**config.mk**
```make
export PLATFORM = sky130hd
export DESIGN_NAME = lsu_wb_stage_flat
export DESIGN_NICKNAME = d
export VERILOG_FILES = /design/src/rtl/lsu_wb_stage_if.sv /design/src/rtl/lsu_wb_stage.sv /design/src/flat_wrapper.sv
export SDC_FILE = /design/constraint.sdc
export NUM_CORES = 1
export LEC_CHECK = 0
export CORE_MARGIN = 3
export CORE_UTILIZATION = 53
export DETAILED_ROUTE_END_ITERATION = 10
export PLACE_DENSITY = 0.91
export SETUP_SLACK_MARGIN = 0.02
export SLEW_MARGIN = 20
export SYNTH_ARGS = -nofsm -noshare
export SYNTH_HDL_FRONTEND = slang
export SYNTH_SLANG_ARGS = --single-unit
```
**constraint.sdc**
```tcl
create_clock -name clk -period 5.64 [get_ports clk]
set_input_delay 0.564 -clock clk [delete_from_list [all_inputs] [get_ports clk]]
set_output_delay 0.564 -clock clk [all_outputs]
set_load 0.01 [all_outputs]
```
**src/rtl/lsu_wb_stage_if.sv**
```systemverilog
// Data-memory request/grant/response bus between the LSU (master) and data memory (slave).
interface lsu_wb_stage_if #(
   parameter int unsigned XLEN = 32
);
   logic            req;
   logic            we;
   logic [XLEN-1:0] addr;
   logic [XLEN-1:0] wdata;
   logic [3:0]      be;
   logic            gnt;
   logic            rvalid;
   logic [XLEN-1:0] rdata;

   modport master (
      output req, we, addr, wdata, be,
      input  gnt, rvalid, rdata
   );

   modport slave (
      input  req, we, addr, wdata, be,
      output gnt, rvalid, rdata
   );
endinterface

```
**src/rtl/lsu_wb_stage.sv**
```systemverilog
// Memory-access / write-back stage: runs loads and stores over the dmem bus and
// emits one registered write-back beat per retired op.
module lsu_wb_stage #(
   parameter int unsigned     XLEN      = 32,
   parameter logic [XLEN-1:0] RESET_PC4 = '0
) (
   input  logic               clk,
   input  logic               rst_n,
   input  logic               ex_valid,
   output logic               ex_ready,
   input  logic [XLEN-1:0]    ex_alu_result,
   input  logic [XLEN-1:0]    ex_rs2_data,
   input  logic [XLEN-1:0]    ex_pc_plus4,
   input  logic [4:0]         ex_rd,
   input  logic               ex_reg_wen,
   input  logic [1:0]         ex_wbsel,
   input  logic               ex_mem_en,
   input  logic               ex_mem_rw,
   input  logic [2:0]         ex_funct3,
   lsu_wb_stage_if.master     dmem,
   output logic               wb_valid,
   output logic               wb_wen,
   output logic [4:0]         wb_rd,
   output logic [XLEN-1:0]    wb_data,
   output logic               misalign_exc,
   output logic [XLEN-1:0]    misalign_addr
);

   localparam int unsigned BE_W = 4;
   localparam int unsigned RD_W = 5;

   typedef enum logic [1:0] {
      S_IDLE = 2'd0,
      S_REQ  = 2'd1,
      S_WAIT = 2'd2
   } state_t;

   state_t state_q, state_d;

   // Operation captured at accept
   logic [XLEN-1:0] op_alu_q;
   logic [XLEN-1:0] op_pc4_q;
   logic [RD_W-1:0] op_rd_q;
   logic            op_reg_wen_q;
   logic [1:0]      op_wbsel_q;
   logic            op_store_q;
   logic [2:0]      op_funct3_q;

   // Registered outputs and their next values
   logic            ex_ready_q, ex_ready_d;
   logic            req_q, req_d;
   logic            we_q, we_d;
   logic [XLEN-1:0] addr_q, addr_d;
   logic [XLEN-1:0] wdata_q, wdata_d;
   logic [BE_W-1:0] be_q, be_d;
   logic            wb_valid_q, wb_valid_d;
   logic            wb_wen_q, wb_wen_d;
   logic [RD_W-1:0] wb_rd_q, wb_rd_d;
   logic [XLEN-1:0] wb_data_q, wb_data_d;
   logic            mis_exc_q, mis_exc_d;
   logic [XLEN-1:0] mis_addr_q, mis_addr_d;

   logic            accept;
   logic            acc_misalign;
   logic [XLEN-1:0] acc_wdata;
   logic [BE_W-1:0] acc_be;
   logic [XLEN-1:0] rd_shift;
   logic [XLEN-1:0] ld_data;
   logic            ld_done;

   // Write-back source mux; wbsel 3 aliases the ALU result
   function automatic logic [XLEN-1:0] wb_select(input logic [1:0]      sel,
                                                 input logic [XLEN-1:0] mem,
                                                 input logic [XLEN-1:0] alu,
                                                 input logic [XLEN-1:0] pc4);
      case (sel)
         2'd0:    wb_select = mem;
         2'd2:    wb_select = pc4;
         default: wb_select = alu;
      endcase
   endfunction

   assign accept = ex_valid & ex_ready_q;

   // Alignment check and store lane placement from the incoming op
   always_comb begin
      acc_misalign = ((ex_funct3[1:0] == 2'b01) && ex_alu_result[0]) ||
                     ((ex_funct3[1:0] == 2'b10) && (ex_alu_result[1:0] != 2'b00));
      case (ex_funct3[1:0])
         2'b00: begin
            acc_wdata = {4{ex_rs2_data[7:0]}};
            acc_be    = BE_W'(4'b0001 << ex_alu_result[1:0]);
         end
         2'b01: begin
            acc_wdata = {2{ex_rs2_data[15:0]}};
            acc_be    = ex_alu_result[1] ? 4'b1100 : 4'b0011;
         end
         default: begin
            acc_wdata = ex_rs2_data;
            acc_be    = 4'b1111;
         end
      endcase
   end

   // Load lane extraction; halfwords are aligned so the byte shift also serves them
   always_comb begin
      rd_shift = dmem.rdata >> {op_alu_q[1:0], 3'b000};
      case (op_funct3_q[1:0])
         2'b00:   ld_data = op_funct3_q[2] ? XLEN'(rd_shift[7:0])
                                           : {{(XLEN-8){rd_shift[7]}}, rd_shift[7:0]};
         2'b01:   ld_data = op_funct3_q[2] ? XLEN'(rd_shift[15:0])
                                           : {{(XLEN-16){rd_shift[15]}}, rd_shift[15:0]};
         default: ld_data = dmem.rdata;
      endcase
   end

   // Next-state and next-output logic
   always_comb begin
      state_d    = state_q;
      req_d      = req_q;
      we_d       = we_q;
      addr_d     = addr_q;
      wdata_d    = wdata_q;
      be_d       = be_q;
      wb_valid_d = 1'b0;
      wb_wen_d   = 1'b0;
      wb_rd_d    = wb_rd_q;
      wb_data_d  = wb_data_q;
      mis_exc_d  = 1'b0;
      mis_addr_d = mis_addr_q;
      ld_done    = 1'b0;
      ex_ready_d = 1'b0;

      case (state_q)
         S_IDLE: begin
            if (accept) begin
               if (!ex_mem_en) begin
                  wb_valid_d = 1'b1;
                  wb_wen_d   = ex_reg_wen & (ex_rd != 5'd0);
                  wb_rd_d    = ex_rd;
                  wb_data_d  = wb_select(ex_wbsel, '0, ex_alu_result, ex_pc_plus4);
               end else if (acc_misalign) begin
                  mis_exc_d  = 1'b1;
                  mis_addr_d = ex_alu_result;
               end else begin
                  state_d = S_REQ;
                  req_d   = 1'b1;
                  we_d    = ex_mem_rw;
                  addr_d  = {ex_alu_result[XLEN-1:2], 2'b00};
                  wdata_d = acc_wdata;
                  be_d    = acc_be;
               end
            end
         end
         S_REQ: begin
            if (dmem.gnt) begin
               req_d = 1'b0;
               if (op_store_q) begin
                  state_d    = S_IDLE;
                  wb_valid_d = 1'b1;
                  wb_rd_d    = op_rd_q;
                  wb_data_d  = wb_select(op_wbsel_q, '0, op_alu_q, op_pc4_q);
               end else if (dmem.rvalid) begin
                  ld_done = 1'b1;
               end else begin
                  state_d = S_WAIT;
               end
            end
         end
         S_WAIT: begin
            if (dmem.rvalid) begin
               ld_done = 1'b1;
            end
         end
         default: state_d = S_IDLE;
      endcase

      if (ld_done) begin
         state_d    = S_IDLE;
         wb_valid_d = 1'b1;
         wb_wen_d   = op_reg_wen_q & (op_rd_q != 5'd0);
         wb_rd_d    = op_rd_q;
         wb_data_d  = wb_select(op_wbsel_q, ld_data, op_alu_q, op_pc4_q);
      end

      ex_ready_d = (state_d == S_IDLE);
   end

   // State and output registers
   always_ff @(posedge clk or negedge rst_n) begin
      if (!rst_n) begin
         state_q    <= S_IDLE;
         ex_ready_q <= 1'b1;
         req_q      <= 1'b0;
         we_q       <= 1'b0;
         addr_q     <= '0;
         wdata_q    <= '0;
         be_q       <= '0;
         wb_valid_q <= 1'b0;
         wb_wen_q   <= 1'b0;
         wb_rd_q    <= '0;
         wb_data_q  <= '0;
         mis_exc_q  <= 1'b0;
         mis_addr_q <= '0;
      end else begin
         state_q    <= state_d;
         ex_ready_q <= ex_ready_d;
         req_q      <= req_d;
         we_q       <= we_d;
         addr_q     <= addr_d;
         wdata_q    <= wdata_d;
         be_q       <= be_d;
         wb_valid_q <= wb_valid_d;
         wb_wen_q   <= wb_wen_d;
         wb_rd_q    <= wb_rd_d;
         wb_data_q  <= wb_data_d;
         mis_exc_q  <= mis_exc_d;
         mis_addr_q <= mis_addr_d;
      end
   end

   // Capture the accepted op so later execute-side changes cannot disturb it
   always_ff @(posedge clk or negedge rst_n) begin
      if (!rst_n) begin
         op_alu_q     <= '0;
         op_pc4_q     <= RESET_PC4;
         op_rd_q      <= '0;
         op_reg_wen_q <= 1'b0;
         op_wbsel_q   <= '0;
         op_store_q   <= 1'b0;
         op_funct3_q  <= '0;
      end else if (accept) begin
         op_alu_q     <= ex_alu_result;
         op_pc4_q     <= ex_pc_plus4;
         op_rd_q      <= ex_rd;
         op_reg_wen_q <= ex_reg_wen;
         op_wbsel_q   <= ex_wbsel;
         op_store_q   <= ex_mem_rw;
         op_funct3_q  <= ex_funct3;
      end
   end

   assign ex_ready      = ex_ready_q;
   assign dmem.req      = req_q;
   assign dmem.we       = we_q;
   assign dmem.addr     = addr_q;
   assign dmem.wdata    = wdata_q;
   assign dmem.be       = be_q;
   assign wb_valid      = wb_valid_q;
   assign wb_wen        = wb_wen_q;
   assign wb_rd         = wb_rd_q;
   assign wb_data       = wb_data_q;
   assign misalign_exc  = mis_exc_q;
   assign misalign_addr = mis_addr_q;

endmodule

```
**src/flat_wrapper.sv**
```systemverilog
// flat-port wrapper written by rule: the top's interface ports become plain ports
module lsu_wb_stage_flat 
#(
   parameter int unsigned     XLEN      = 32,
   parameter logic [XLEN-1:0] RESET_PC4 = '0
)
  (clk, rst_n, ex_valid, ex_ready, ex_alu_result, ex_rs2_data, ex_pc_plus4, ex_rd, ex_reg_wen, ex_wbsel, ex_mem_en, ex_mem_rw, ex_funct3, wb_valid, wb_wen, wb_rd, wb_data, misalign_exc, misalign_addr, dmem_req, dmem_we, dmem_addr, dmem_wdata, dmem_be, dmem_gnt, dmem_rvalid, dmem_rdata);
  lsu_wb_stage_if #(.XLEN(XLEN)) dmem_i ();
  input  logic clk;
  input  logic rst_n;
  input  logic ex_valid;
  output logic ex_ready;
  input  logic [XLEN-1:0] ex_alu_result;
  input  logic [XLEN-1:0] ex_rs2_data;
  input  logic [XLEN-1:0] ex_pc_plus4;
  input  logic [4:0] ex_rd;
  input  logic ex_reg_wen;
  input  logic [1:0] ex_wbsel;
  input  logic ex_mem_en;
  input  logic ex_mem_rw;
  input  logic [2:0] ex_funct3;
  output logic wb_valid;
  output logic wb_wen;
  output logic [4:0] wb_rd;
  output logic [XLEN-1:0] wb_data;
  output logic misalign_exc;
  output logic [XLEN-1:0] misalign_addr;
  output wire logic [$bits(dmem_i.req)-1:0] dmem_req;
  output wire logic [$bits(dmem_i.we)-1:0] dmem_we;
  output wire logic [$bits(dmem_i.addr)-1:0] dmem_addr;
  output wire logic [$bits(dmem_i.wdata)-1:0] dmem_wdata;
  output wire logic [$bits(dmem_i.be)-1:0] dmem_be;
  input wire logic [$bits(dmem_i.gnt)-1:0] dmem_gnt;
  input wire logic [$bits(dmem_i.rvalid)-1:0] dmem_rvalid;
  input wire logic [$bits(dmem_i.rdata)-1:0] dmem_rdata;
  assign dmem_req = dmem_i.req;
  assign dmem_we = dmem_i.we;
  assign dmem_addr = dmem_i.addr;
  assign dmem_wdata = dmem_i.wdata;
  assign dmem_be = dmem_i.be;
  assign dmem_i.gnt = dmem_gnt;
  assign dmem_i.rvalid = dmem_rvalid;
  assign dmem_i.rdata = dmem_rdata;
  lsu_wb_stage #(.XLEN(XLEN), .RESET_PC4(RESET_PC4)) u_core (.clk(clk), .rst_n(rst_n), .ex_valid(ex_valid), .ex_ready(ex_ready), .ex_alu_result(ex_alu_result), .ex_rs2_data(ex_rs2_data), .ex_pc_plus4(ex_pc_plus4), .ex_rd(ex_rd), .ex_reg_wen(ex_reg_wen), .ex_wbsel(ex_wbsel), .ex_mem_en(ex_mem_en), .ex_mem_rw(ex_mem_rw), .ex_funct3(ex_funct3), .dmem(dmem_i), .wb_valid(wb_valid), .wb_wen(wb_wen), .wb_rd(wb_rd), .wb_data(wb_data), .misalign_exc(misalign_exc), .misalign_addr(misalign_addr));
endmodule
```
==> impl_metrics.ini <==
[detailed_routing]
initialDrtViolationCount = 654
drt_wl_total_mm = 32.6
firstDrtPassIters = 6
dr_total_vias = 9085
ant_nets = 0
drt_drc_violations_left = 0
wire_per_inst_microns = 21.5
routed_via_density = 6.00

[worst_setup_path]
path_buf_inv = 1
r2r_start = u_core.state_q[1]
crit_family = simple AND/OR/NAND/NOR gates
worstPathRequired_ns = 6.03
cp.depth = 5
slowest_delay_ns = 0.84
r2r-end = u_core.wb_data[19]
reg2reg_slack_ns = 2.62
arrival_ns = 3.47
ff2ff_path_depth = 9
critical_path.cell_chain = clkdlybuf4s50_1, nand2b_1, o22ai_1, nand2_2, mux2_2
cp-end-kind = register
critPathKind = primary input to register
crit_start = ex_funct3[0]
start_kind = primary input
path_max_fanout = 34
cpMaxStageDelayCell = clkdlybuf4s50_1
cp-endpoint = u_core.misalign_addr[11]

[final_layout]
multi_input_area_sq_um = 4660
seqCellArea_sq_um = 5480
area_growth_pct = 35.0
fillers = 1347
postLayoutCoreUtil = 0.731
nNetsFinal = 1381
drive_gt1_frac = 0.150

[clock_network]
htree_levels = 1
cts.clk_slew.worst_paths_ns = 0.06
postCtsSetupBuffers = 0
clock-sinks = 219
numCtsBuffers = 24
clock-root-buffer = clkbuf_16
cts_resized = 0
postCtsHoldBufs = 0
cts_buffer_depth = 3
cts_tree = built
clkLatencyLatePin_ns = 0.52

[synthesis]
ys.flop_type = dfrtp_1
yosys.area.top_type_share = 0.516
yosysWarnings = 0
ys_seq_area_frac = 0.519
ys_ff_latch = 219
syn_inst = 987
synth_area_sq_um = 10600
yosysTopAreaCell = dfrtp_1
netlist_top_cells_count = dfrtp_1, nand2_1, mux2_2
avgSynthCellArea_sq_um = 10.7
synth.most_common_cell = dfrtp_1
synth-async-reset-ratio = 1.00
synth_cell_types = 52
synth_edf_count = 0
synth_area_leaders = dfrtp_1, mux2_2, nand2_1, a221oi_1, mux2i_1

[global_route]
grt_pass1_wl_mm = 51.3
grt_usage = 0.295
grt_start_max_net_pins = 115
grt_pass1_vias = 9381
antenna_found_initial = 2
grt_overflow = 0

[min_path]
hp-class = primary input to asynchronous set/reset pin

[sta]
finalSetupViolCount = 0
max_slew_margin = 0.342
rsz0062_at_grt = no
tns_ns = 0
tightest_slew_ns = 0.983
whs_ns = 0.0603
hold_viol_final = 0
post-route-period-util = 0.545
fmax_ghz = 0.325
drv_slew = 0
period_needed_ns = 3.08
fin_worst_skew_ns = 0.0113

[pwr]
switching_share = 0.366
seqPwrFrac = 0.353
p_sw_mw = 3.02
cellLeakagePower_nw = 6.11
ir_worst_vdd_uv = 330
power_frac_clock = 0.188
combPwrFrac = 0.459
p_int_mw = 5.21
power.density_nw_per_um2 = 577

[floorplan]
rows = 51
io_pins = 289
die-area_sq_um = 21700
core_sq_um = 19500
initial_core_util = 0.541
die_h_microns = 147
dieWidth_microns = 147

[placed_design]
port_buffers = 286
dp_hpwl_mm = 22.4
place.gp.congestion = 0.866

[flow_run]
cap_viol_max_count = 0

[status]
status = finished, final reports clean
cell usage in the layout, fill, tap and decap left out, drive strengths merged, types with 2 or more instances in the layout:
cell,n
dfrtp,218
a21oi,37
o22ai,9
and2,2
a31oi,9
or4,2
diode,2
mux2,111
a21boi,17
nand2b,13
and3,2
nand2,185
clkinv,7
inv,10
clkbuf,33
nor2,69
o32ai,8
ha,5
nor4,2
mux2i,43
nor2b,5
buf,12
a211oi,2
conb,2
a22oi,19
clkdlybuf4s50,285
o211ai,11
nand3,3
o21ai,37
a221oi,64
o21a,8
sequential cells by signal, summed over array words and instances, names as in the netlist:
signal and flops:
u_core.wb_valid 1, u_core.wb_wen 1, u_core.misalign_addr 32, u_core.dmem.req 1, u_core.op_rd_q 5, u_core.ex_ready 1, u_core.dmem.we 1, u_core.op_funct3_q 3
u_core.dmem.wdata 32, u_core.dmem.addr 30, u_core.dmem.be 4, u_core.wb_data 32, u_core.op_store_q 1, u_core.misalign_exc 1, u_core.state_q 2, u_core.op_reg_wen_q 1
u_core.wb_rd 5, u_core.op_wbsel_q 2, u_core.op_alu_q 32, u_core.op_pc4_q 32
layout make-up:
class                   instances  area share
clock inverters                 9     0.00509
well taps                     265      0.0232
flip-flops and latches        219       0.384
repair buffers                297       0.208
diodes                          2    0.000351
multi-input cells             678       0.327
inverters                      10     0.00263
clock buffers                  33      0.0495
worst register-to-register path: stages, from the launching register on:
cell and delay, ns:
dfrtp_1 0.42, inv_1 0.14, ha_1 0.19, buf_4 0.39
nand3_1 0.16, a22oi_1 0.16, o21a_2 0.56, buf_4 0.54
nor2_1 0.09, a221oi_1 0.26
metal layers:
| metal | global-route usage | wire length [microns] | part of all wire |
|---|---|---|---|
| met5 | 0 | 0 | 0 |
| met4 | 0.125 | 1360 | 0.042 |
| met3 | 0.0694 | 2700 | 0.083 |
| met2 | 0.490 | 15900 | 0.49 |
| met1 | 0.372 | 12700 | 0.39 |
through the flow:
step                worst slack [ns]  power [mW]  cell area, sq um  std cells
floorplan                       3.77        5.01             10600        988
global placement                2.23        6.49             13400       1468
detailed placement              2.06        6.66             13400       1468
CTS                             2.61        8.24             14200       1510
global route                    2.42        8.71             14300       1512
finish                          2.56        8.23             14300       1513
worst min path at each step:
stage	cells after the start	endpoint	slack, ns	startpoint
2_1_floorplan	0	u_core.dmem.addr[10]	0.27	rst_n
3_3_place_gp	2	u_core.dmem.addr[29]	0.46	u_core.dmem.addr[29]
3_5_place_dp	2	u_core.dmem.addr[6]	0.46	u_core.dmem.addr[6]
4_1_cts	1	u_core.dmem.addr[4]	0.15	rst_n
5_1_grt	1	u_core.dmem.addr[5]	0.14	rst_n
6_report	1	u_core.misalign_addr[6]	0.06	rst_n
power groups by stage:
stage	registers (mW)	clock network, mW	logic [mW]
after floorplan	2.95	0	2.06
after global placement	2.87	0	3.62
after detailed placement	2.90	0	3.76
after CTS	2.89	1.57	3.78
after global routing	2.99	1.64	4.08
final	2.91	1.55	3.78
cell families (layout without fill, tap and decap cells):
logic type,count (synthesis),count (layout),share of synthesized area
DFF,219,219,0.519
AOI/OAI and AO/OA,229,229,0.160
adders and majority gates,5,5,0.00592
and+or+nand+nor,288,288,0.112
other,1,4,0.000355
buffers and inverters,91,349,0.0441
muxes,154,154,0.159
Power figures use the tool's default switching activity.
